--- src/rtl/tdm_pkg.sv ---
// tdm_pkg: shared types and helpers for the TDM demultiplexer.
//   state_e  : framing state (HUNT waits for start-of-frame, COLLECT assembles)
//   ERRCNT_W : width of the optional framing-error counter
//   idx_w()  : channel index width for a given channel count
package tdm_pkg;

   typedef enum logic {
      HUNT    = 1'b0,
      COLLECT = 1'b1
   } state_e;

   localparam int unsigned ERRCNT_W = 8;

   // Index width; clamped to 1 so a degenerate count still yields a legal vector.
   function automatic int unsigned idx_w(input int unsigned channels);
      return (channels < 2) ? 1 : $clog2(channels);
   endfunction

endpackage

--- src/rtl/tdm_chan_counter.sv ---
// tdm_chan_counter: modulo-CHANNELS channel index counter.
// Ports:
//   clk, rst_n : clock, asynchronous active-low reset (index resets to 0)
//   en         : advance the index by one, wrapping CHANNELS-1 -> 0
//   load       : synchronous load of 1 (start-of-frame sample occupies lane 0)
//   idx        : current channel index (registered)
//   last_c     : combinational wrap flag, high while idx == CHANNELS-1
module tdm_chan_counter
   import tdm_pkg::*;
#(
   parameter int unsigned CHANNELS = 4,
   localparam int unsigned IDX_W   = idx_w(CHANNELS)
) (
   input  logic             clk,
   input  logic             rst_n,
   input  logic             en,
   input  logic             load,
   output logic [IDX_W-1:0] idx,
   output logic             last_c
);

   logic [IDX_W-1:0] idx_q;
   logic [IDX_W-1:0] idx_d;

   assign last_c = (idx_q == IDX_W'(CHANNELS - 1));
   assign idx    = idx_q;

   // Load has priority: a start-of-frame always restarts the index at 1.
   always_comb begin
      idx_d = idx_q;
      if (load) begin
         idx_d = IDX_W'(1);
      end else if (en) begin
         idx_d = last_c ? '0 : idx_q + IDX_W'(1);
      end
   end

   always_ff @(posedge clk or negedge rst_n) begin
      if (!rst_n) begin
         idx_q <= '0;
      end else begin
         idx_q <= idx_d;
      end
   end

endmodule

--- src/rtl/tdm_demux.sv ---
// tdm_demux: time-division demultiplexer. Steers a serial stream of WIDTH-bit
// samples, framed by in_sof, into CHANNELS lanes and presents each complete
// frame as one parallel word with a valid/ready handshake.
// Ports:
//   clk, rst_n          : clock, asynchronous active-low reset
//   in_valid/in_ready   : sample handshake (in_ready is combinational from out_ready)
//   in_sof              : marks the current sample as channel 0
//   in_data [WIDTH]     : sample
//   out_valid/out_ready : frame handshake
//   out_data [CH*WIDTH] : channel k at bits [k*WIDTH +: WIDTH]
//   frame_err           : one-cycle pulse when in_sof arrives mid-frame
//   err_cnt [8]         : saturating framing-error count (only with TDM_DEMUX_ERRCNT_EN)
// Build option: define TDM_DEMUX_ERRCNT_EN to add err_cnt.
module tdm_demux
   import tdm_pkg::*;
#(
   parameter int unsigned WIDTH    = 1,
   parameter int unsigned CHANNELS = 4
) (
   input  logic                      clk,
   input  logic                      rst_n,
   input  logic                      in_valid,
   input  logic                      in_sof,
   input  logic [WIDTH-1:0]          in_data,
   output logic                      in_ready,
   output logic                      out_valid,
   input  logic                      out_ready,
   output logic [CHANNELS*WIDTH-1:0] out_data,
   output logic                      frame_err
`ifdef TDM_DEMUX_ERRCNT_EN
   ,
   output logic [ERRCNT_W-1:0]       err_cnt
`endif
);

   localparam int unsigned FRAME_W = CHANNELS * WIDTH;
   localparam int unsigned IDX_W   = idx_w(CHANNELS);

   state_e             state_q;
   state_e             state_d;
   logic [IDX_W-1:0]   idx;
   logic               last_c;
   logic               acc_c;
   logic               cnt_en_c;
   logic               cnt_load_c;
   logic [31:0]        lane_lo_c;
   logic [FRAME_W-1:0] asm_q;
   logic [FRAME_W-1:0] asm_d;
   logic [FRAME_W-1:0] out_data_q;
   logic [FRAME_W-1:0] out_data_d;
   logic               out_valid_q;
   logic               out_valid_d;
   logic               frame_err_q;
   logic               frame_err_d;

   // Stall only the frame-completing sample while the previous frame is unclaimed.
   assign in_ready   = !((state_q == COLLECT) && last_c && out_valid_q && !out_ready);
   assign acc_c      = in_valid && in_ready;
   assign cnt_load_c = acc_c && in_sof;
   assign cnt_en_c   = acc_c && !in_sof && (state_q == COLLECT);
   assign lane_lo_c  = 32'(idx) * WIDTH;

   tdm_chan_counter #(
      .CHANNELS (CHANNELS)
   ) u_chan_counter (
      .clk    (clk),
      .rst_n  (rst_n),
      .en     (cnt_en_c),
      .load   (cnt_load_c),
      .idx    (idx),
      .last_c (last_c)
   );

   // State register.
   always_ff @(posedge clk or negedge rst_n) begin
      if (!rst_n) begin
         state_q <= HUNT;
      end else begin
         state_q <= state_d;
      end
   end

   // Next state: leave HUNT on the first accepted start-of-frame, then stay in COLLECT.
   always_comb begin
      state_d = state_q;
      if ((state_q == HUNT) && acc_c && in_sof) begin
         state_d = COLLECT;
      end
   end

   // Lane steering, output register load and framing-error detection.
   always_comb begin
      asm_d       = asm_q;
      out_data_d  = out_data_q;
      out_valid_d = out_valid_q;
      frame_err_d = 1'b0;
      if (out_valid_q && out_ready) begin
         out_valid_d = 1'b0;
      end
      if (acc_c && in_sof) begin
         asm_d[0 +: WIDTH] = in_data;
         frame_err_d       = (state_q == COLLECT) && (idx != '0);
      end else if (acc_c && (state_q == COLLECT)) begin
         asm_d[lane_lo_c +: WIDTH] = in_data;
         if (last_c) begin
            out_data_d  = asm_d;
            out_valid_d = 1'b1;
         end
      end
   end

   always_ff @(posedge clk or negedge rst_n) begin
      if (!rst_n) begin
         asm_q       <= '0;
         out_data_q  <= '0;
         out_valid_q <= 1'b0;
         frame_err_q <= 1'b0;
      end else begin
         asm_q       <= asm_d;
         out_data_q  <= out_data_d;
         out_valid_q <= out_valid_d;
         frame_err_q <= frame_err_d;
      end
   end

   assign out_data  = out_data_q;
   assign out_valid = out_valid_q;
   assign frame_err = frame_err_q;

`ifdef TDM_DEMUX_ERRCNT_EN
   logic [ERRCNT_W-1:0] err_cnt_q;
   logic [ERRCNT_W-1:0] err_cnt_d;

   // Counts alongside the frame_err pulse; sticks at all-ones.
   always_comb begin
      err_cnt_d = err_cnt_q;
      if (frame_err_d && (err_cnt_q != '1)) begin
         err_cnt_d = err_cnt_q + ERRCNT_W'(1);
      end
   end

   always_ff @(posedge clk or negedge rst_n) begin
      if (!rst_n) begin
         err_cnt_q <= '0;
      end else begin
         err_cnt_q <= err_cnt_d;
      end
   end

   assign err_cnt = err_cnt_q;
`endif

endmodule

--- config.mk ---
export PLATFORM = sky130hd
export DESIGN_NAME = tdm_demux
export DESIGN_NICKNAME = d
export VERILOG_FILES = /design/src/rtl/tdm_pkg.sv /design/src/rtl/tdm_chan_counter.sv /design/src/rtl/tdm_demux.sv
export SDC_FILE = /design/constraint.sdc
export NUM_CORES = 1
export LEC_CHECK = 0
export ABC_AREA = 1
export CORE_AREA = 2 2 39 41
export DETAILED_ROUTE_END_ITERATION = 10
export DIE_AREA = 0 0 41 43
export DONT_BUFFER_PORTS = 1
export PLACE_DENSITY = 0.73
export SLEW_MARGIN = 20
export SYNTH_ARGS = -nofsm -noshare
export SYNTH_HDL_FRONTEND = slang
export SYNTH_HIERARCHICAL = 1
export SYNTH_SLANG_ARGS = --single-unit
--- constraint.sdc ---
create_clock -name clk -period 2.1 [get_ports clk]
set_clock_uncertainty 0.05 [all_clocks]
set_input_delay 0.105 -clock clk [delete_from_list [all_inputs] [get_ports clk]]
set_output_delay 0.105 -clock clk [all_outputs]
set_load 0.05 [all_outputs]
==> impl_results.md, run 1 <==
* Initial antenna violation count at 0
* Core Area at 1380 µm²
* Mapped Nets at 109
* Sequential cell area fraction in the yosys report at 42.8%
* CP Data Required Time at 2270 ps
* CP max FO at 7
* Layout Utilization at 61.2%
* Worst-skew pair later-pin latency at 280 ps
* HP Start: in_data
* Cts repair resizes at 0
* Run status: complete, no violations
* Die ar. at 1760 µm²
* Final hold violation count at 0
* Commonest non-fill, non-tap cell in the layout: nand2_1
* Setup_tns at 0 ps
* # port buffers at 0
* Simple-gate area share of the yosys netlist at 29.7%
* Drt pass-1 iters at 4
* I/O Pins at 13
* Gate Count Post-Synth at 97
* Final WL at 1500 µm
* Via count at 638
* Area share of the largest cell type after synthesis at 42.8%
* Die width at 41 µm
* Share of cells above drive strength 1 at 11.3%
* Largest area contributor in the netlist: dfrtp_1
* Htree depth at 1
* DP Wirelength at 1130 µm
* Setup crit end kind: register
* Die Y at 43 µm
* Type of origin of the critical path: register
* Clock buffer count from CTS at 3
* Worst Hold Class: in -> reg
* R2r startpoint: u_chan_counter/idx[1]$_DFFE_PN0P_
* Compound-Gate Fraction of Synth Area at 7.25%
* Mapped Area at 759 µm²
* Syn_area_per_cell at 7.83 µm²
* DRC viols at 0
* Fmax at 0.558 GHz
* Fin crit period at 1790 ps
* First-pass GRT wire length at 2350 µm
* Mux contribution to synthesized area at 0%
* Root Buffer: clkbuf_4
* Via count of the first global-routing pass at 567
* Total clock sinks at 13
* Most frequent cells in the layout: nand2_1, inv_1, dfrtp_1
* TritonCTS clock tree: done
* Largest net degree at the start of global routing at 14
* Period utilization at 85.3%
* Worst-margin pin slew at 585 ps
* Maxcap violations at 0
* DP Cell Count at 115
* N_diodes at 0
* Row count at 14
* Leak at 0.000480 µW
* Pwr dens at 947 nW/µm²
* Finish-stage setup viols at 0
* Crit Path Category: reg -> reg
* DRT iter0 DRCs at 12
* WL per Instance at 12.3 µm
* Count of cell types in the netlist at 20
* Hold slack at 20.6 ps
* VDD IR max at 442 µV
* Vias per std cell at 5.23
* Clk slew on worst S/H paths at 80 ps
* Total congestion overflow at 0
* Largest family of logic cells by synthesized area: simple AND/OR/NAND/NOR gates
* Layout Cells excl Fill at 122
* RD Place Congestion at 0.845
* Min setup slack post-route at 309 ps
* CP Data Arrival Time at 1960 ps
* RSZ-0062 raised after global routing: false
* Synthesized flop and latch total at 13
* Worst-case clock buffer depth at 2
* Worst setup path start: u_chan_counter/idx[1]$_DFFE_PN0P_
* Post-Place Worst Slack at 384 ps
* Adder-Cell Fraction of Synth Area at 9.88%
* Final Slew Violations at 0
* ANT nets after route at 0
* Gr usage total at 20.0%
* YS warnings at 6
* Area contributors post-synth: dfrtp_1, nand2_1, ha_1, inv_1, nand3_1
* Area share of xor/xnor cells in the synthesized design at 0%
* Slew margin rel. at 60.9%
* Layout area overhead at 11.5%
* Final Net Count at 119
* Starting density of the core at 54.9%
[worst max-delay path: stages, from the launching register on]
cell and delay [ps]:
dfrtp_1 420, ha_1 310, nand2_1 140, o31ai_1 230
dlygate4sd3_1 580
[synthesized netlist by cell type]
| master | number |
|---|---|
| inv_1 | 16 |
| nand4_1 | 2 |
| nor3_1 | 1 |
| o21ai_0 | 2 |
| dfrtp_1 | 13 |
| nor2_1 | 9 |
| nand2_4 | 1 |
| o22ai_1 | 1 |
| a21oi_2 | 1 |
| inv_2 | 2 |
| nand3_1 | 9 |
| nand2_1 | 25 |
| nand3_2 | 1 |
| nand3b_1 | 1 |
| buf_6 | 1 |
| o31ai_1 | 1 |
| o21ai_1 | 3 |
| o21bai_1 | 1 |
| nor2_2 | 1 |
| ha_1 | 6 |
[logic make-up (layout without fill, tap and decap cells)]
kind of cell	Yosys count	after routing
adders and majority gates	6	6
and+or+nand+nor	50	50
buffers and inverters	19	28
DFF	13	13
AOI/OAI and AO/OA	9	9
[registers in the layout, summed over array words and instances (netlist names)]
signal              count
asm_q                   4
out_data                4
state_q                 1
frame_err               1
u_chan_counter/idx      2
out_valid               1
[worst paths after layout]
path / endpoint / slack (ps) / cells past startpoint
min in group asynchronous: asm_q[3]$_DFFE_PN0P_ / 210 / 1
min: asm_q[0]$_DFFE_PN0P_ / 20 / 4
max reg2reg: out_valid$_DFF_PN0_ / 310 / 4
min reg2reg: asm_q[1]$_DFFE_PN0P_ / 480 / 2
max in group asynchronous: u_chan_counter/idx[0]$_DFFE_PN0P_ / 1410 / 1
max: out_valid$_DFF_PN0_ / 310 / 4
[power breakdown]
| part | total, µW | internal [µW] | leakage [µW] | switching (µW) |
|---|---|---|---|---|
| Combinational | 191 | 71.2 | 0.000301 | 119 |
| Clock | 158 | 73.8 | 0.0000150 | 84.1 |
| Sequential | 454 | 303 | 0.000164 | 151 |
[metal layers]
metal / share of wire [%] / global-route usage [%] / up-vias
li1: - / - / 319
met1: 42 / 22.8 / 292
met2: 51 / 30.6 / 23
met3: 5.1 / 5.24 / 4
met4: 1.9 / 14.0 / 0
met5: 0 / 0 / -
[stage by stage]
step	instance area [µm²]	total power, µW
2_1_floorplan	759	592
3_3_place_gp	791	629
3_5_place_dp	791	637
4_1_cts	847	807
5_1_grt	847	852
6_report	847	803
[timing repair]
action	CTS	global route
setup buffers	0	0
endpoints found under the hold margin	15	0
hold buffers	3	0
[final cells by class]
class	instances	area (µm²)
repair buffers	6	52.6
multi-input cells	65	355
inverters	18	67.6
clock buffers	4	26.3
fillers	125	537
well taps	16	20.0
flip-flops and latches	13	325
Note: power is estimated with default switching activity, not from simulation.
==> inputs of run 2 (changes only) <==
--- a/config.mk
+++ b/config.mk
@@ -7,10 +7,11 @@
 export LEC_CHECK = 0
 export ABC_AREA = 1
 export CORE_AREA = 2 2 39 41
+export CTS_CLUSTER_SIZE = 28
 export DETAILED_ROUTE_END_ITERATION = 10
 export DIE_AREA = 0 0 41 43
 export DONT_BUFFER_PORTS = 1
-export PLACE_DENSITY = 0.73
+export PLACE_DENSITY = 0.85
 export SLEW_MARGIN = 20
 export SYNTH_ARGS = -nofsm -noshare
 export SYNTH_HDL_FRONTEND = slang
==> run 2 against run 1 <==
Effect of this change: flip-flop and latch count did not move; hold slack got worse by 14 ps; largest power group unchanged; highest routed layer unchanged; first-iteration DRC count rose by 33%; critical path depth rose by 5; setup slack got worse by 65 ps.
==> impl_results.md, run 2 (synthesis gave the netlist of run 1 again) <==
* TritonCTS clock tree: done
* Htree depth at 1 (unchanged)
* Min setup slack post-route at 244 ps (-64.7 ps)
* # port buffers at 0 (unchanged)
* Fmax at 0.539 GHz (-3.5%)
* Sequential fraction of design power at 56.6% (about the same)
* Root Buffer: clkbuf_4
* Post-Place Worst Slack at 313 ps (-71.2 ps)
* Finish-stage setup viols at 0 (unchanged)
* Reg2reg end: u_chan_counter/idx[1]$_DFFE_PN0P_
* Type of origin of the critical path: register
* Die width at 41 µm (unchanged)
* CP max FO at 11 (+4)
* Total clock sinks at 13 (unchanged)
* VDD IR max at 403 µV (-9.0%)
* Final Net Count at 119 (unchanged)
* Multi-input gate area at 355 µm² (unchanged)
* DRT iter0 DRCs at 16 (+4)
* Fillers at 125 (unchanged)
* Starting density of the core at 54.9% (unchanged)
* Die ar. at 1760 µm² (unchanged)
* Layout area overhead at 11.7%
* Total congestion overflow at 0 (unchanged)
* Share of cells above drive strength 1 at 12.3% (+0.94 points)
* Final Slew Violations at 0 (unchanged)
* WL per Instance at 12.0 µm (-2.6%)
* Period utilization at 88.4% (+3.1 points)
* Slew margin rel. at 61.7% (+0.85 points)
* Core Area at 1380 µm² (unchanged)
* Power, Total at 800 µW (-0.34%)
* Die Y at 43 µm (unchanged)
* Via count of the first global-routing pass at 601 (+6.0%)
* Crit Path Category: reg -> reg
* Clock buffer count from CTS at 3 (unchanged)
* Worst-case clock buffer depth at 2 (unchanged)
* CP Data Required Time at 2270 ps (about the same)
* Crit path cell chain: ha_1 -> nand2_1 -> inv_2 -> nand2_4 -> nand3_2 -> nor2_2 -> buf_4 -> o21bai_1 -> nor2_1
* Crit-path max cell delay at 480 ps (-100 ps)
* Setup crit end kind: register
* Top cell family by delay on the critical path: simple AND/OR/NAND/NOR gates
* R2r setup slk at 240 ps (-60 ps)
* RSZ-0062 raised after global routing: false
* Slowest cell on crit path: dfrtp_1
* First-pass GRT wire length at 2350 µm (-0.26%)
* Setup_tns at 0 ps (unchanged)
* Vias per std cell at 5.18 (-0.94%)
* Clock power frac at 19.9% (+0.2 points)
* Row count at 14 (unchanged)
* Int Pwr at 443 µW (-1.1%)
* Worst r2r path cells at 9 (+5)
* Run status: complete, no violations
* Final hold violation count at 0 (unchanged)
* I/O Pins at 13 (unchanged)
* Leak at 0.000483 µW (+0.71%)
* Largest net degree at the start of global routing at 14 (unchanged)
* Crit path depth at 9 (+5)
* Commonest non-fill, non-tap cell in the layout: nand2_1
* DP Wirelength at 1110 µm (-1.8%)
* RD Place Congestion at 0.869 (+2.9%)
* Most frequent cells in the layout: nand2_1, inv_1, dfrtp_1
* Worst Path Buf+Inv at 2 (+1)
* Clk slew on worst S/H paths at 90 ps (about the same)
* Initial antenna violation count at 0 (unchanged)
* FF+latch area at 325 µm² (unchanged)
* Hold Path End: asm_q[0]$_DFFE_PN0P_
* HP Start: in_data
* Drt pass-1 iters at 4 (unchanged)
* ANT nets after route at 0 (unchanged)
* Fin crit period at 1860 ps (+64.7 ps)
* Net Switching at 357 µW (+0.66%)
* Via count at 632 (-0.94%)
* N_diodes at 0 (unchanged)
* R2r startpoint: u_chan_counter/idx[0]$_DFFE_PN0P_
* Maxcap violations at 0 (unchanged)
* Pwr dens at 943 nW/µm² (-0.49%)
* Switch share at 44.6% (+0.45 points)
* Hold path depth at 4 (unchanged)
* Logic pwr share at 23.4% (-0.4 points)
* Worst Hold Class: in -> reg
* DRC viols at 0 (unchanged)
* CP Data Arrival Time at 2030 ps (+70 ps)
* Final WL at 1460 µm (-2.6%)
* Worst-skew pair later-pin latency at 280 ps (about the same)
* Worst-margin pin slew at 572 ps (-12.8 ps)
* Gr usage total at 20.1% (+0.081 points)
[run 2: cell count changes in the layout (fill, tap and decap cells not counted)]
| cell | delta |
|---|---|
| clkbuf_1 | -1 |
| clkinv_2 | +1 |
[run 2: tightest hold or removal path: stages]
cell	delay (ps)
nand4_1	60
nand2_1	50
nand2_1	50
nand2_1	40
[run 2: per-stage QoR]
stage	cells	area [µm²]	util, %	hold slack, ps
2_1_floorplan	97	759	-	-241
3_3_place_gp	115	791	57.1	-240
3_5_place_dp	115	791	57.1	-240
4_1_cts	122	848	61.3	10.3
5_1_grt	122	848	61.3	27.9
6_report	122	848	61.3	6.14
[run 2: per-layer routing]
layer | part of all wire (%) | vias to the layer above | GRT usage (%) | wire, µm
li1 | - | 323 | - | -
met1 | 47 | 288 | 23.7 | 691
met2 | 48 | 19 | 31.3 | 704
met3 | 4.2 | 2 | 7.85 | 62
met4 | 0.27 | 0 | 8.00 | 4
met5 | 0 | - | 0 | 0
[run 2: power groups by stage]
stage,Combinational (µW),Sequential [µW],Clock [µW]
after floorplan,136,456,0
after global placement,169,457,0
after detailed placement,175,459,0
after CTS,187,454,160
after global routing,215,463,178
final,187,453,159
[run 2: area by class of cell]
| type | count | share of cell area (%) |
|---|---|---|
| Clock buffer | 3 | 2.65 |
| Clock inverter | 1 | 0.590 |
| Inverter | 18 | 7.96 |
| Multi-Input combinational cell | 65 | 41.9 |
| Sequential cell | 13 | 38.3 |
| Tap cell | 16 | 2.36 |
| Timing Repair Buffer | 6 | 6.19 |
[run 2: timing repair]
action                                 4_1_cts  5_1_grt
setup buffers                                0        0
hold buffers                                 3        0
endpoints found under the hold margin       15        0
gates resized for setup                      0        0
[run 2: worst max-delay path by stage]
stage / start / end / slack [ps]
2_1_floorplan: u_chan_counter/idx[0]$_DFFE_PN0P_ / u_chan_counter/idx[0]$_DFFE_PN0P_ / 320
3_3_place_gp: u_chan_counter/idx[0]$_DFFE_PN0P_ / u_chan_counter/idx[1]$_DFFE_PN0P_ / 400
3_5_place_dp: u_chan_counter/idx[0]$_DFFE_PN0P_ / u_chan_counter/idx[1]$_DFFE_PN0P_ / 310
4_1_cts: u_chan_counter/idx[0]$_DFFE_PN0P_ / out_valid$_DFF_PN0_ / 280
5_1_grt: u_chan_counter/idx[0]$_DFFE_PN0P_ / out_valid$_DFF_PN0_ / 140
6_report: u_chan_counter/idx[0]$_DFFE_PN0P_ / u_chan_counter/idx[1]$_DFFE_PN0P_ / 240
